--- config.mk ---
export PLATFORM = sky130hd
export DESIGN_NAME = pixel_combinator
export DESIGN_NICKNAME = d
export VERILOG_FILES = /design/src/rtl/pixel_pkg.sv /design/src/rtl/pixel_combinator_raster_cursor.sv /design/src/rtl/pixel_combinator.sv
export SDC_FILE = /design/constraint.sdc
export NUM_CORES = 1
export LEC_CHECK = 0
export BUFFER_PORTS_ARGS = -buffer_cell sky130_fd_sc_hd__buf_2
export CAP_MARGIN = 20
export CORE_MARGIN = 1.5
export CORE_UTILIZATION = 47
export DETAILED_ROUTE_END_ITERATION = 6
export GPL_TIMING_DRIVEN = 0
export PLACE_DENSITY = 0.81
export SKIP_LAST_GASP = 1
export SYNTH_ARGS = -nofsm -noshare
export SYNTH_HDL_FRONTEND = slang
export SYNTH_SLANG_ARGS = --single-unit
export TNS_END_PERCENT = 30
--- constraint.sdc ---
create_clock -name clk -period 3.3 [get_ports clk]
set_input_delay 0.33 -clock clk [delete_from_list [all_inputs] [get_ports clk]]
set_output_delay 0.33 -clock clk [all_outputs]
set_load 0.02 [all_outputs]
--- src/rtl/pixel_pkg.sv ---
// Shared widths, raster geometry and state encoding for the pixel combinator.
// Modules take these as parameter defaults so a bench can shrink the raster.
package pixel_pkg;
    localparam int DATA_WIDTH = 10;
    localparam int RBG_SIZE   = 24;
    localparam int X_SIZE     = 640;
    localparam int Y_SIZE     = 480;

    typedef logic [DATA_WIDTH-1:0] coord_t;
    typedef logic [RBG_SIZE-1:0]   colour_t;

    typedef enum logic [1:0] {IDLE, RUN, DRAIN} comb_state_t;
endpackage

--- src/rtl/pixel_combinator_raster_cursor.sv ---
// Raster x/y cursor: steps through the frame one pixel per advance and wraps
// to (0,0) after the last pixel. The registers double as the check coordinate.
module raster_cursor
    import pixel_pkg::*;
#(
    parameter int DATA_WIDTH = pixel_pkg::DATA_WIDTH,
    parameter int X_SIZE     = pixel_pkg::X_SIZE,
    parameter int Y_SIZE     = pixel_pkg::Y_SIZE
) (
    input  logic                  clk,
    input  logic                  reset,
    input  logic                  clear,
    input  logic                  advance,
    output logic [DATA_WIDTH-1:0] x,
    output logic [DATA_WIDTH-1:0] y,
    output logic                  eol,
    output logic                  last_pixel
);

    assign eol        = (x == DATA_WIDTH'(X_SIZE - 1));
    assign last_pixel = eol && (y == DATA_WIDTH'(Y_SIZE - 1));

    always_ff @(posedge clk) begin
        if (!reset || clear) begin
            x <= '0;
            y <= '0;
        end else if (advance) begin
            if (last_pixel) begin
                x <= '0;
                y <= '0;
            end else if (eol) begin
                x <= '0;
                y <= y + 1'b1;
            end else begin
                x <= x + 1'b1;
            end
        end
    end

endmodule

--- src/rtl/pixel_combinator.sv ---
// Raster-order scheduler: broadcasts the cursor to the engine queues, pops the
// lowest-index matching queue and forwards its colour on a valid/ready stream.
module pixel_combinator
    import pixel_pkg::*;
#(
    parameter int NUM_ENGINES = 4,
    parameter int DATA_WIDTH  = pixel_pkg::DATA_WIDTH,
    parameter int RBG_SIZE    = pixel_pkg::RBG_SIZE,
    parameter int X_SIZE      = pixel_pkg::X_SIZE,
    parameter int Y_SIZE      = pixel_pkg::Y_SIZE,
    parameter int TIMEOUT     = 1024
) (
    input  logic                            clk,
    input  logic                            reset,
    input  logic                            start,
    input  logic [NUM_ENGINES-1:0]          match_i,
    input  logic [NUM_ENGINES*RBG_SIZE-1:0] colour_i,
    output logic [DATA_WIDTH-1:0]           xpixel_check,
    output logic [DATA_WIDTH-1:0]           ypixel_check,
    output logic [NUM_ENGINES-1:0]          pop_o,
    output logic [RBG_SIZE-1:0]             out_data,
    output logic                            out_valid,
    input  logic                            out_ready,
    output logic                            out_sof,
    output logic                            out_eol,
    output logic                            busy,
    output logic                            frame_done,
    output logic                            stall_err,
    output logic                            dup_err
);

    localparam int SEL_W = (NUM_ENGINES > 1) ? $clog2(NUM_ENGINES) : 1;
    localparam int CNT_W = $clog2(TIMEOUT + 1);

    comb_state_t        state, next_state;
    logic               take, any_match, multi_match, eol, last_pixel, drain_ok;
    logic [SEL_W-1:0]   sel;
    logic [RBG_SIZE-1:0] picked;
    logic [CNT_W-1:0]   stall_cnt;

    raster_cursor #(
        .DATA_WIDTH(DATA_WIDTH),
        .X_SIZE    (X_SIZE),
        .Y_SIZE    (Y_SIZE)
    ) u_cursor (
        .clk       (clk),
        .reset     (reset),
        .clear     (state == IDLE),
        .advance   (take),
        .x         (xpixel_check),
        .y         (ypixel_check),
        .eol       (eol),
        .last_pixel(last_pixel)
    );

    // Descending scan leaves the lowest-index matching engine in sel.
    always_comb begin
        any_match   = |match_i;
        multi_match = ($countones(match_i) > 1);
        sel         = '0;
        for (int k = NUM_ENGINES - 1; k >= 0; k--) begin
            if (match_i[k]) sel = SEL_W'(k);
        end
        picked = colour_i[int'(sel)*RBG_SIZE +: RBG_SIZE];
    end

    assign drain_ok = !out_valid || out_ready;

    always_comb begin
        next_state = state;
        take       = 1'b0;
        pop_o      = '0;
        busy       = 1'b0;
        case (state)
            IDLE: begin
                if (start) next_state = RUN;
            end
            RUN: begin
                busy = 1'b1;
                take = any_match && drain_ok;
                if (take) begin
                    pop_o[sel] = 1'b1;
                    if (last_pixel) next_state = DRAIN;
                end
            end
            DRAIN: begin
                busy = 1'b1;
                if (drain_ok) next_state = IDLE;
            end
            default: next_state = IDLE;
        endcase
    end

    always_ff @(posedge clk) begin
        if (!reset) begin
            state      <= IDLE;
            frame_done <= 1'b0;
            out_valid  <= 1'b0;
            out_data   <= '0;
            out_sof    <= 1'b0;
            out_eol    <= 1'b0;
        end else begin
            state      <= next_state;
            frame_done <= (state == DRAIN) && drain_ok;
            if (take) begin
                out_data  <= picked;
                out_sof   <= (xpixel_check == '0) && (ypixel_check == '0);
                out_eol   <= eol;
                out_valid <= 1'b1;
            end else if (out_ready) begin
                out_valid <= 1'b0;
            end
        end
    end

    // Only starvation (no match at all) counts toward the timeout; backpressure does not.
    always_ff @(posedge clk) begin
        if (!reset) begin
            stall_cnt <= '0;
            stall_err <= 1'b0;
            dup_err   <= 1'b0;
        end else begin
            if (state != RUN || take) begin
                stall_cnt <= '0;
            end else if (!any_match && stall_cnt != CNT_W'(TIMEOUT)) begin
                stall_cnt <= stall_cnt + 1'b1;
                if (stall_cnt == CNT_W'(TIMEOUT - 1)) stall_err <= 1'b1;
            end
            if (state == RUN && multi_match) dup_err <= 1'b1;
        end
    end

endmodule

Word level (Yosys, flattened, before mapping)
Index checks and enable logic that the tools add are counted.
{ "totals": {"register_bits": 63, "in_bits": 104, "out_inout_bits": 55, "word_cells": 80} }
{ "classes": {"n_addsub": 6, "multipliers": 1, "order_cmp": 3, "n_eq_ne": 11, "n_shift": 1, "mux": 21, "bitwise": 2, "n_reduce_logical": 24} }
{ "op_table": {"columns": ["operator", "n"], "rows": [
  ["$shiftx A96 B8 Y24", 1],
  ["$mux W10", 4],
  ["$add A10 B1 Y10 const B", 2],
  ["$logic_not A10 Y1", 2],
  ["$mux W2", 8],
  ["$add A11 B1 Y11 const B", 1],
  ["$eq A11 B10 Y1 const B", 1],
  ["$ne A11 B11 Y1 const B", 1],
  ["$eq A10 B10 Y1 const B", 1],
  ["$eq A10 B9 Y1 const B", 1],
  ["$mux W4", 2],
  ["$ne A2 B2 Y1 const B", 4],
  ["$logic_and A1 B1 Y1", 7],
  ["$pmux W2 S3", 1],
  ["$mux W1", 5],
  ["$add A1 B1 Y2", 2],
  ["$mul A2 B2 Y4 const B", 1],
  ["$reduce_and A4 Y1", 1],
  ["$reduce_bool A2 Y1", 2],
  ["$reduce_or A2 Y1", 2],
  ["$reduce_or A4 Y1", 1],
  ["$add A2 B2 Y3", 1],
  ["$gt A3 B1 Y1 const B", 1],
  ["$logic_not A1 Y1", 3],
  ["other kinds (11)", 14]
]} }

Logic depth before layout (Yosys ltp)
Gate-level depths: netlist of the first run.
{ "depth": {"depth_word": 10, "depth_mapped": 10, "ltp_nobuf": 7} }

Cells and area by module
A second synthesis of the first run with hierarchy kept.
{ "hier_totals": {"hier_cells": 388, "area_unflattened_um2": 3278.1} }
{ "modules_own_cells": {"columns": ["mod", "n_inst", "cells_each", "area_per_inst_um2", "seq_area_each_um2"], "rows": [
  ["pixel_combinator", 1, 271, 2288.4, 860.8],
  ["raster_cursor", 1, 117, 989.7, 400.4]
]} }

Least setup slack after synthesis of the first run
No wires, ideal clock.
{ "synth_timing": {"path_type": "input port to output port", "start": "input port match_i[1]", "end": "output port pop_o[2]", "arrival_ns": 2.211, "required_ns": 2.970, "setup_slack_ns": 0.759, "stages": 8, "path_buffers": 3, "cell_sequence": "clkbuf_1 -> buf_1 -> inv_1 -> ha_1 -> nor3b_2 -> nor3_4 -> clkbuf_1 -> and3_1"} }
{ "synth_via": {"elab_chain_len": 8, "elab_cells_between_ends": 11, "cone_classes": "order compare: 2; mux: 6; reduce/logical: 3"} }
{ "synth_lines": {"columns": ["item", "line_no", "text"], "rows": [
  ["from (decl)", "pixel_combinator.sv:16", "input logic [NUM_ENGINES-1:0] match_i,"],
  ["$mux W2 (2 in a row)", "pixel_combinator.sv:62", "if (match_i[k]) sel = SEL_W'(k);"],
  ["$lt A2 B3 Y1 (not written as such) / $ge A2 B1 Y1 (equally long branches)", "pixel_combinator.sv:82", "pop_o[sel] = 1'b1;"],
  ["$logic_and A1 B1 Y1 (not written as such)", "pixel_combinator.sv:82", null],
  ["$mux W1 (not written as such)", "pixel_combinator.sv:82", null],
  ["$demux W1 S2", "pixel_combinator.sv:82", null],
  ["$mux W4 *", "pixel_combinator.sv:81", "if (take) begin"],
  ["$mux W4 *", "pixel_combinator.sv:74", "case (state)"],
  ["to (decl)", "pixel_combinator.sv:20", "output logic [NUM_ENGINES-1:0] pop_o,"]
]} }
Mark *: on every way between the ends. The rest lies on a longest branch, timed or not.

Final worst setup path of the first run
Same ends and word-level chain as after synthesis.

==> results by group, run 1 <==
Routing
  • Total Wirelength: 10,700 um
  • Number of detailed-routing iterations run before antenna repair: 7
  • Vias per std cell: around 5.8
  • Vias post-DR: 3,799
  • Remaining antenna violation count after routing: 0
  • Post-route DRC violation count: 0
  • Mean routed wirelength per cell: 16.3 um
  • Drt first-iter violations: 312

Synth
  • Area fraction in and, or, nand and nor cells after synthesis: 19.9%
  • Post-synthesis xor/xnor area fraction: 5.31%
  • Yosys synthesis warning count: 0
  • Compound-gate portion of the synthesized area: between 20% and 30%
  • Combinational family with the most area after synthesis: compound AO/OA/AOI/OAI gates
  • Dominant cells by area after synthesis: sky130_fd_sc_hd__dfxtp_1 38%, sky130_fd_sc_hd__a222oi_1 7.3%, sky130_fd_sc_hd__a21oi_1 6.5%
  • Number of distinct standard cells referenced by the synthesized netlist: 40
  • Syn avg cell area: 8.58 sq um
  • Share of async-settable or async-resettable flops after synthesis: 0%
  • Multiplexer share of the synthesized area: 0%
  • Post-synthesis net count: ~500
  • Top cell type by total area after synthesis: sky130_fd_sc_hd__dfxtp_1
  • Most used standard cell by instance count after synthesis: sky130_fd_sc_hd__dfxtp_1
  • Most frequent cells after synthesis: 63 x sky130_fd_sc_hd__dfxtp_1, 43 x sky130_fd_sc_hd__a21oi_1, 33 x sky130_fd_sc_hd__o21ai_0, 30 x sky130_fd_sc_hd__nor2_1
  • Gate count of the mapped netlist: 385
  • Yosys top cell area share: 38.2%
  • Fraction of the mapped netlist area in adder cells: around 5.2%
  • Synthesized cell area: 3300 sq um
  • Portion of the post-synthesis area used by sequential elements: 38.2%
  • Main synth FF type: sky130_fd_sc_hd__dfxtp_1
  • Number of synthesized flops with an enable pin: 0
  • Register bit total from synthesis: 63

Timing
  • Worst-margin pin slew: 683 ps
  • Setup violation total in the final timing report: 0
  • Max frequency: 335 MHz
  • Final Hold Fails: 0
  • Worst relative slew slack: 54.4%
  • Setup slack of the critical path after layout: approximately 320 ps
  • Final period utilization: 90.4%
  • Final max-slew violation count: 0
  • Final critical path time including I/O delays and setup: 2980 ps
  • Clock tree skew after final layout: 7.06 ps
  • RSZ-0062 raised after global routing: no
  • Final-layout worst hold slack: just over 300 ps

Global route
  • Grt ovf: 0
  • Global-route wire length before repair: between 15,000 and 20,000 um
  • Pin count of the biggest net entering global routing: 12
  • Number of antenna violations at the first check in global routing: 1
  • All-Layer GR Usage: 28.5%
  • Via count of the first global-routing pass: 3,482

Status
  • Status: finished, final reports clean

Pwr
  • Leakage Power: about 2.0 nW
  • Power density over cell area: 619 nW/um^2
  • Share of total power in combinational logic: 36.6%
  • Flop pwr share: approximately 36%
  • Switching component of the power: ~1.0 mW
  • Net switching fraction of the power: 37.7%
  • Worst IR Drop VDD: 0.324 mV
  • Pint: about 1.7 mW
  • Clock network fraction of design power: 27.5%

Critical path
  • Critical R2R Launch: state[1]
  • Class of the most critical setup path: primary input to output port
  • Element type at the critical path end: output port
  • Worst setup path startpoint: match_i[1]
  • RR Endpoint: out_data[8]
  • Critical-path maximum fanout: 11
  • Sort of element at the start of the critical path: primary input
  • Slack of the worst reg-to-reg path: 960 ps
  • Arrival time at the worst endpoint: 2650 ps
  • Required time of the critical path: 2970 ps
  • Cells on worst reg2reg path: 7

Clocking
  • CTS tree: built
  • Clock transition at the registers of the reported paths: approximately 70 ps
  • Clock tree root driver cell: sky130_fd_sc_hd__clkbuf_8
  • Maximum level of the CTS H-tree: 3
  • Cts hold-fix bufs: 0
  • Worst skew pair latency: 340 ps
  • Max Buffers Root-to-Sink: 2
  • Number of CTS-inserted buffers: 9
  • Num Clock Sinks: 63

Cells and area
  • Fraction of layout instances using a drive strength above 1: 33.0%
  • P&R area growth vs syn: 34.4%
  • Design Area, Final: 4440 sq um
  • Number of nets in the layout: 670
  • Number of fillers in the final layout: around 560

Placement
  • Gpl congestion: 0.881
  • DPL Wire Length: 8160 um
  • Area of placed instances: 4210 sq um
  • Number of port buffers: 158
  • Setup Slack @ Placement: -162 ps

Run
  • Total of max-cap violations: 0

Floorplanning
  • Starting density of the core: between 40% and 50%
  • Core area: 6790 sq um
  • Row cnt: 30
  • Horizontal die dimension: 86.8 um
  • Boundary pin count: 159
  • Die Footprint: 7540 sq um
  • Height of the die: 86.8 um

Hold path
  • Worst hold path depth: 3
  • Min-delay worst type: primary input to flop
  • Hold path startpoint: colour_i[87]
  • Min-Delay Endpoint: out_data[15]
worst max-delay path, cell delays in order:
cell	delay, ps
sky130_fd_sc_hd__buf_2	250
sky130_fd_sc_hd__buf_1	400
sky130_fd_sc_hd__inv_1	130
sky130_fd_sc_hd__ha_1	210
sky130_fd_sc_hd__nor3b_2	200
sky130_fd_sc_hd__nor3_4	410
sky130_fd_sc_hd__clkbuf_2	330
sky130_fd_sc_hd__and3_1	190
sky130_fd_sc_hd__buf_2	180
sequential cells by signal, summed over array words and instances (netlist names), 2 cells and up:
name / cells
stall_cnt: 11
state: 2
u_cursor.x: 10
u_cursor.y: 10
out_data: 24
power groups by stage:
stage               logic [mW]  registers, mW  clock network [mW]
floorplan                0.455           1.15                   0
CTS                       1.00          0.983               0.764
global placement         0.968          0.994                   0
global route              1.08          0.998               0.792
finish                    1.01          0.985               0.755
detailed placement       0.992          0.996                   0
timing repair:
item,4_1_cts,5_1_grt
endpoints found under the setup margin,2,0
setup buffers,0,0
resized for setup,1,0
hold endpoints to repair,0,0
cell families after synthesis:
group | count (synthesis)
XOR/XNOR | 20
buffers and inverters | 38
AO/OA/AOI/OAI | 133
flip-flops | 63
adder cells (fa/ha/maj) | 13
AND/OR/NAND/NOR | 118
metal layers:
| layer | up-vias | GRT usage (%) | share of wire, % |
|---|---|---|---|
| li1 | 1796 | - | - |
| met1 | 1800 | 34.8 | 40 |
| met2 | 175 | 48.1 | 50 |
| met3 | 28 | 4.57 | 6.1 |
| met4 | 0 | 15.1 | 3.4 |
| met5 | - | 0 | 0 |
cell usage in the layout, fill, tap and decap left out, types with 2 or more instances in the layout:
cell | Yosys | layout
sky130_fd_sc_hd__bufinv_16 | 0 | 2
sky130_fd_sc_hd__or4_1 | 4 | 4
sky130_fd_sc_hd__buf_2 | 0 | 158
sky130_fd_sc_hd__a31oi_1 | 3 | 3
sky130_fd_sc_hd__and3_1 | 7 | 7
sky130_fd_sc_hd__nand2_1 | 21 | 21
sky130_fd_sc_hd__xor2_1 | 17 | 17
sky130_fd_sc_hd__inv_1 | 11 | 11
sky130_fd_sc_hd__and2_1 | 4 | 4
sky130_fd_sc_hd__nand3_1 | 10 | 10
sky130_fd_sc_hd__buf_1 | 3 | 3
sky130_fd_sc_hd__nand4_1 | 11 | 11
sky130_fd_sc_hd__inv_2 | 2 | 2
sky130_fd_sc_hd__nor2_1 | 30 | 30
sky130_fd_sc_hd__a22o_1 | 24 | 24
sky130_fd_sc_hd__and4_1 | 4 | 4
sky130_fd_sc_hd__xnor2_1 | 3 | 3
sky130_fd_sc_hd__a21oi_1 | 43 | 43
sky130_fd_sc_hd__clkbuf_8 | 0 | 11
sky130_fd_sc_hd__nor4_1 | 6 | 6
sky130_fd_sc_hd__o211ai_1 | 2 | 2
sky130_fd_sc_hd__o21ai_0 | 33 | 33
sky130_fd_sc_hd__nand2b_1 | 3 | 3
sky130_fd_sc_hd__or3_1 | 5 | 5
sky130_fd_sc_hd__ha_1 | 12 | 12
sky130_fd_sc_hd__or3b_2 | 2 | 2
sky130_fd_sc_hd__dfxtp_1 | 63 | 63
sky130_fd_sc_hd__clkbuf_1 | 22 | 22
sky130_fd_sc_hd__nor2b_1 | 3 | 3
sky130_fd_sc_hd__a222oi_1 | 24 | 24
cell type report:
cell class / instances / area (sq um) / area share, %
Multi-Input combinational cell: 284 / 1900 / 42.8
Sequential cell: 63 / 1260 / 28.4
Timing Repair Buffer: 158 / 791 / 17.8
Clock buffer: 13 / 159 / 3.58
Tap cell: 96 / 120 / 2.71
Buffer: 24 / 91.3 / 2.06
Clock inverter: 3 / 65.1 / 1.47
Inverter: 13 / 48.8 / 1.10
Antenna cell: 1 / 2.50 / 0.0564
how the worst max path moves through the flow:
stage,slack [ps],endpoint
global route,150,pop_o[2]
floorplan,760,pop_o[2]
CTS,320,pop_o[2]
detailed placement,-160,pop_o[2]
finish,320,pop_o[2]
global placement,-110,pop_o[2]
through the flow:
step	std cells	power, mW	util [%]	TNS [ps]
after global placement	639	1.96	62.0	-203
after detailed placement	639	1.99	62.0	-1280
after floorplan	385	1.61	-	0
after global routing	655	2.87	65.3	0
after CTS	654	2.75	65.3	0
final	655	2.75	65.3	0
No activity file was read; power rests on OpenSTA's default activity.
==> run 2: changes to the inputs <==
- CORE_UTILIZATION: 47 -> 48
- CTS_BUF_LIST: not set -> sky130_fd_sc_hd__clkbuf_2 sky130_fd_sc_hd__clkbuf_4 sky130_fd_sc_hd__clkbuf_8
- CTS_CLUSTER_DIAMETER: not set -> 60
- PLACE_DENSITY: 0.81 -> 0.83
==> run 2 against run 1 <==
Compared with the run above:
- the run now ends with design-rule violations left
- fmax increased by 4.2%
- core utilization about the same
- critical path type unchanged
- clock skew increased by 2.6 ps
- hold slack about the same
- via count decreased by 0.34%
- final cell count decreased by 2.7%
- critical endpoint unchanged
- register-to-register slack got worse by 30 ps
- critical path depth unchanged
- sequential share of layout area increased by 0.32 points
==> results by group, run 2 (synthesis results as in run 1) <==
Timing
  • Final-layout worst hold slack: 312 ps (+0.214 ps)
  • Total Neg Setup Slack: 0 ps (unchanged)
  • Max frequency: 349 MHz (+4.2%)
  • RSZ-0062 raised after global routing: no
  • Clock tree skew after final layout: 9.63 ps (+2.57 ps)
  • Final period utilization: 86.8% (-3.6 points)
  • Final critical path time including I/O delays and setup: 2860 ps (-119 ps)
  • Final max-slew violation count: 0 (unchanged)
  • Worst-margin pin slew: 748 ps (+65.6 ps)
  • Final Hold Fails: 0 (unchanged)
  • Setup violation total in the final timing report: 0 (unchanged)
  • Worst relative slew slack: 50.0% (-4.4 points)

Routing
  • Vias post-DR: 3,786 (-0.34%)
  • Mean routed wirelength per cell: 16.4 um (+0.30%)
  • Drt first-iter violations: 287 (-8.0%)
  • Post-route DRC violation count: 2 (+2)
  • Number of detailed-routing iterations run before antenna repair: 7 (unchanged)
  • Remaining antenna violation count after routing: 0 (unchanged)
  • Vias per std cell: 5.94 (+2.5%)
  • Total Wirelength: 10,400 um (-2.5%)

Floorplanning
  • Starting density of the core: 49.1% (+0.54 points)
  • Boundary pin count: 159 (unchanged)
  • Row cnt: 30 (unchanged)
  • Core area: 6720 sq um (-1.1%)
  • Height of the die: 85.9 um (-1.0%)
  • Die Footprint: 7390 sq um (-2.0%)
  • Horizontal die dimension: 85.9 um (-1.0%)

Global route
  • Met3 GRT Util: 4.91% (+0.34 points)
  • Grt ovf: 0 (unchanged)
  • Via count of the first global-routing pass: 3,485 (+0.086%)
  • Global-route wire length before repair: 16,400 um (-1.1%)
  • Global routing usage on met2: 47.5% (-0.60 points)
  • Number of antenna violations at the first check in global routing: 0 (-1)
  • All-Layer GR Usage: 28.1% (-0.37 points)
  • Pin count of the biggest net entering global routing: 11 (-1)
  • Busiest metal layer after global routing: met2
  • GR met1 Demand/Resource: 35.5% (+0.77 points)

Hold path
  • Min-Delay Endpoint: out_data[22]
  • Worst hold path depth: 3 (unchanged)
  • Hold path startpoint: colour_i[94]
  • Min-delay worst type: primary input to flop

Critical path
  • Slowest Stage Delay on Critical Path: 440 ps (+30 ps)
  • Element type at the critical path end: output port
  • Required time of the critical path: 2970 ps (about the same)
  • Critical-path maximum fanout: 11 (unchanged)
  • Slack of the worst reg-to-reg path: 930 ps (-30 ps)
  • Slowest stage cell, crit path: sky130_fd_sc_hd__nor3_4
  • Sort of element at the start of the critical path: primary input
  • RR Endpoint: out_data[2]
  • Class of the most critical setup path: primary input to output port
  • Sequence of cells on the critical path: buf_2 -> clkbuf_2 -> inv_1 -> ha_1 -> nor3b_2 -> nor3_4 -> clkbuf_2 -> and3_1 -> buf_2
  • Cells on worst reg2reg path: 7 (unchanged)
  • Arrival time at the worst endpoint: 2530 ps (-120 ps)
  • Critical R2R Launch: state[1]

Pwr
  • Total Power: 2.65 mW (-3.6%)
  • Worst IR Drop VDD: 0.432 mV (+33%)
  • Leakage Power: 1.96 nW (-0.29%)
  • Power density over cell area: 603 nW/um^2 (-2.6%)

Cells and area
  • End-of-flow core utilization: 65.3% (about the same)
  • Largest register FFs: 24 (unchanged)
  • P&R area growth vs syn: 32.9%
  • Fraction of layout instances using a drive strength above 1: 33.4% (+0.42 points)
  • Number of nets in the layout: 670 (unchanged)
  • Most flops, register: out_data
  • Antenna Cells: 0 (-1)
  • Most frequent cells in the layout: 158 x sky130_fd_sc_hd__buf_2, 63 x sky130_fd_sc_hd__dfxtp_1, 43 x sky130_fd_sc_hd__a21oi_1
  • Registers with the most flip-flops: out_data (24), stall_cnt (11)
  • Most common cell after layout, fill and taps aside: sky130_fd_sc_hd__buf_2

Clocking
  • CTS tree: built
  • Num Clock Sinks: 63 (unchanged)
  • Clock transition at the registers of the reported paths: 60 ps (about the same)
  • Number of setup buffers added after CTS: 0 (unchanged)
  • Clock tree root driver cell: sky130_fd_sc_hd__clkbuf_8
  • Number of CTS-inserted buffers: 9 (unchanged)
  • Max Buffers Root-to-Sink: 2 (unchanged)
  • Maximum level of the CTS H-tree: 3 (unchanged)
  • Worst skew pair latency: 340 ps (about the same)

Run
  • Total of max-cap violations: 0 (unchanged)

Placement
  • DPL Wire Length: 7920 um (-3.0%)
  • Number of port buffers: 158 (unchanged)
  • Gpl congestion: 0.902 (+2.3%)

Status
  • Violated checks: design-rule violations
  • Status: finished with violations
-- run 2: timing repair --
action / in CTS / in global routing
pin swaps: 0 / 0
hold buffers: 0 / 0
setup endpoints to repair: 2 / 14
gates resized for setup: 1 / 1
-- run 2: worst max-delay path by stage --
stage / slack [ps] / end / depth (start not counted) / from
finish: 440 / pop_o[2] / 9 / match_i[1]
floorplan: 760 / pop_o[2] / 8 / match_i[1]
global placement: -80 / pop_o[2] / 10 / match_i[1]
CTS: 2 / pop_o[2] / 10 / match_i[1]
detailed placement: -130 / pop_o[2] / 10 / match_i[1]
global route: 260 / pop_o[2] / 9 / match_i[0]
-- run 2: layer usage --
metal  vias to the layer above  wire length, um
li1                       1796                -
met1                      1794             4410
met2                       179             5100
met3                        17              694
met4                         0              217
met5                         -                0
-- run 2: cell type report --
| type | instances | area [sq um] |
|---|---|---|
| inverter | 13 | 48.8 |
| multi-input combinational | 284 | 1900 |
| timing repair buffer | 158 | 791 |
| tap | 80 | 100 |
| fill | 575 | 2330 |
| clock buffer | 11 | 151 |
| clock inverter | 4 | 45.0 |
| sequential | 63 | 1260 |
| buffer | 24 | 92.6 |
-- run 2: where the power goes --
group	switching [mW]	internal, mW	total, mW
clock	0.293	0.382	0.675
combinational	0.652	0.336	0.988
sequential	0.0755	0.906	0.982
-- run 2: metrics by stage --
step	cells	cell area, sq um	setup slack [ps]
2_1_floorplan	385	3300	759
6_report	637	4390	437
5_1_grt	637	4390	265
3_3_place_gp	623	4190	-83.9
3_5_place_dp	623	4190	-132
4_1_cts	638	4390	2.45
-- run 2: critical path: cells and delay by family --
family                     cells  cell delay [ps]
buffers and inverters          5             1140
and+or+nand+nor                3              840
adders and majority gates      1              210
==> run 3: changes to the inputs <==
- CORE_MARGIN: 1.5 -> not set
==> run 3 against run 2 <==
Compared with the run above:
- the flow now finishes without violations
- via count shrank 0.92%
- cell area shrank 0.66%
- final cell count shrank 0.63%
- core utilization grew 1.8 points
- hold slack lost 14 ps
- setup slack gained 42 ps
- critical path depth is the same
- power shrank 1.9%
- clock skew grew 1.1 ps
- register-to-register slack lost 30 ps
- die area shrank 2.3%
- critical endpoint unchanged
==> results by group, run 3 (synthesis results as in run 1) <==
Status
  • Status: finished, final reports clean

Cells and area
  • Register area: 1260 sq um (unchanged)
  • Most flops, register: out_data
  • Number of fillers in the final layout: 568 (-1.2%)
  • Largest register FFs: 24 (unchanged)
  • Number of nets in the layout: 670 (unchanged)
  • Registers with the most flip-flops: out_data (24), stall_cnt (11)
  • Most common cell after layout, fill and taps aside: sky130_fd_sc_hd__buf_2
  • Antenna Cells: 0 (unchanged)
  • Total area of multi-input combinational cells: 1900 sq um (unchanged)
  • Fraction of layout instances using a drive strength above 1: 33.3% (-0.12 points)
  • End-of-flow core utilization: 67.1% (+1.8 points)
  • Most frequent cells in the layout: 158 x sky130_fd_sc_hd__buf_2, 63 x sky130_fd_sc_hd__dfxtp_1, 43 x sky130_fd_sc_hd__a21oi_1
  • P&R area growth vs syn: 32.0%

Critical path
  • Sort of element at the start of the critical path: primary input
  • Critical-path maximum fanout: 10 (-1)
  • CP delay by family, top: buffers and inverters
  • Slowest Stage Delay on Critical Path: 430 ps (about the same)
  • Arrival time at the worst endpoint: 2490 ps (-40 ps)
  • Slowest stage cell, crit path: sky130_fd_sc_hd__nor3b_2
  • Critical path's most frequent cell: sky130_fd_sc_hd__buf_2
  • Required time of the critical path: 2970 ps (about the same)
  • Count of buffering cells on the critical path with inverters included: 5 (unchanged)
  • Class of the most critical setup path: primary input to output port
  • Element type at the critical path end: output port
  • Sequence of cells on the critical path: buf_2 -> inv_2 -> clkbuf_1 -> ha_1 -> nor3b_2 -> nor3_4 -> clkbuf_2 -> and3_1 -> buf_2

Global route
  • Number of antenna violations at the first check in global routing: 0 (unchanged)
  • All-Layer GR Usage: 29.2% (+1.0 points)
  • Via count of the first global-routing pass: 3,546 (+1.8%)
  • Pin count of the biggest net entering global routing: 11 (unchanged)
  • Grt ovf: 0 (unchanged)
  • Global-route wire length before repair: 16,500 um (+0.71%)

Pwr
  • Worst IR Drop VDD: 0.328 mV (-24%)
  • Power density over cell area: 595 nW/um^2 (-1.3%)
  • Leakage Power: 1.94 nW (-0.65%)

Clocking
  • Worst skew pair latency: 350 ps (about the same)
  • Num Clock Sinks: 63 (unchanged)
  • Number of setup buffers added after CTS: 0 (unchanged)
  • Cts hold-fix bufs: 0 (unchanged)
  • Clock tree root driver cell: sky130_fd_sc_hd__clkbuf_8
  • CTS tree: built
  • Maximum level of the CTS H-tree: 3 (unchanged)
  • Max Buffers Root-to-Sink: 2 (unchanged)
  • Clock transition at the registers of the reported paths: 70 ps (about the same)
  • Number of CTS-inserted buffers: 9 (unchanged)

Timing
  • Max frequency: 354 MHz (+1.5%)
  • Final Hold Fails: 0 (unchanged)
  • Final period utilization: 85.5% (-1.3 points)
  • Final critical path time including I/O delays and setup: 2820 ps (-42.3 ps)
  • RSZ-0062 raised after global routing: no
  • Worst relative slew slack: 54.2% (+4.3 points)
  • Setup slack of the critical path after layout: 479 ps (+42.3 ps)
  • Final max-slew violation count: 0 (unchanged)
  • Final-layout worst hold slack: 298 ps (-13.9 ps)
  • Worst-margin pin slew: 685 ps (-63.8 ps)
  • Clock tree skew after final layout: 10.8 ps (+1.14 ps)
  • Setup violation total in the final timing report: 0 (unchanged)

Routing
  • Number of detailed-routing iterations run before antenna repair: 7 (unchanged)
  • Total Wirelength: 10,500 um (+0.94%)
  • Remaining antenna violation count after routing: 0 (unchanged)
  • Post-route DRC violation count: 0 (-2)
  • Vias per std cell: 5.93 (-0.30%)
  • Drt first-iter violations: 241 (-16%)
  • Mean routed wirelength per cell: 16.6 um (+1.6%)
  • Vias post-DR: 3,751 (-0.92%)

Floorplanning
  • Boundary pin count: 159 (unchanged)
  • Horizontal die dimension: 84.9 um (-1.2%)
  • Core area: 6490 sq um (-3.3%)
  • Row cnt: 29 (-3.3%)
  • Die Footprint: 7210 sq um (-2.3%)
  • Starting density of the core: 50.8% (+1.7 points)
  • Height of the die: 84.9 um (-1.2%)

Run
  • Total of max-cap violations: 0 (unchanged)

Placement
  • Setup Slack @ Placement: -80.0 ps (+52.2 ps)
  • Number of port buffers: 158 (unchanged)
  • DPL Wire Length: 8010 um (+1.2%)
  • Gpl congestion: 0.848 (-6.0%)

Hold path
  • Min-delay worst type: primary input to flop
## run 3: final cells by class
class | count | area share, %
inverter | 13 | 1.12
clock inverter | 1 | 0.115
buffer | 24 | 2.12
clock buffer | 13 | 3.82
tap | 77 | 2.21
multi-input combinational | 284 | 43.5
timing repair buffer | 158 | 18.1
sequential | 63 | 28.9
## run 3: tightest hold or removal path, cell delays in order
cell and delay, ps:
sky130_fd_sc_hd__buf_2 70, sky130_fd_sc_hd__a222oi_1 70, sky130_fd_sc_hd__a21oi_1 130
## run 3: per-stage QoR
step / setup TNS, ps / area, sq um / cells / power [mW]
final: 0 / 4360 / 633 / 2.59
after detailed placement: -926 / 4190 / 620 / 1.99
after global routing: 0 / 4360 / 633 / 2.72
after global placement: -42.2 / 4190 / 620 / 1.96
after CTS: 0 / 4360 / 634 / 2.59
after floorplan: 0 / 3300 / 385 / 1.61
## run 3: repair_timing
item	CTS	global route
endpoints found under the setup margin	2	2
cloned	0	0
gates resized for setup	1	1
## run 3: power breakdown
part | switching [mW] | internal (mW) | total, mW
registers | 0.0758 | 0.906 | 0.982
clock network | 0.287 | 0.321 | 0.608
logic | 0.667 | 0.337 | 1.00
total | 1.03 | 1.56 | 2.59
## run 3: routing by layer
metal / track usage, % / wire (um) / vias to the layer above
li1: - / - / 1795
met1: 33.2 / 4160 / 1747
met2: 50.7 / 5210 / 176
met3: 8.17 / 732 / 33
met4: 13.6 / 412 / 0
met5: 0 / 0 / -
## run 3: path summary, 6_finish.rpt
kind                start           end  slack [ps]  depth (start not counted)
min reg2reg       out_eol       out_eol         450                          2
max reg2reg      state[1]   out_data[2]         900                          7
min          colour_i[88]  out_data[16]         300                          3
max            match_i[0]      pop_o[2]         480                          9
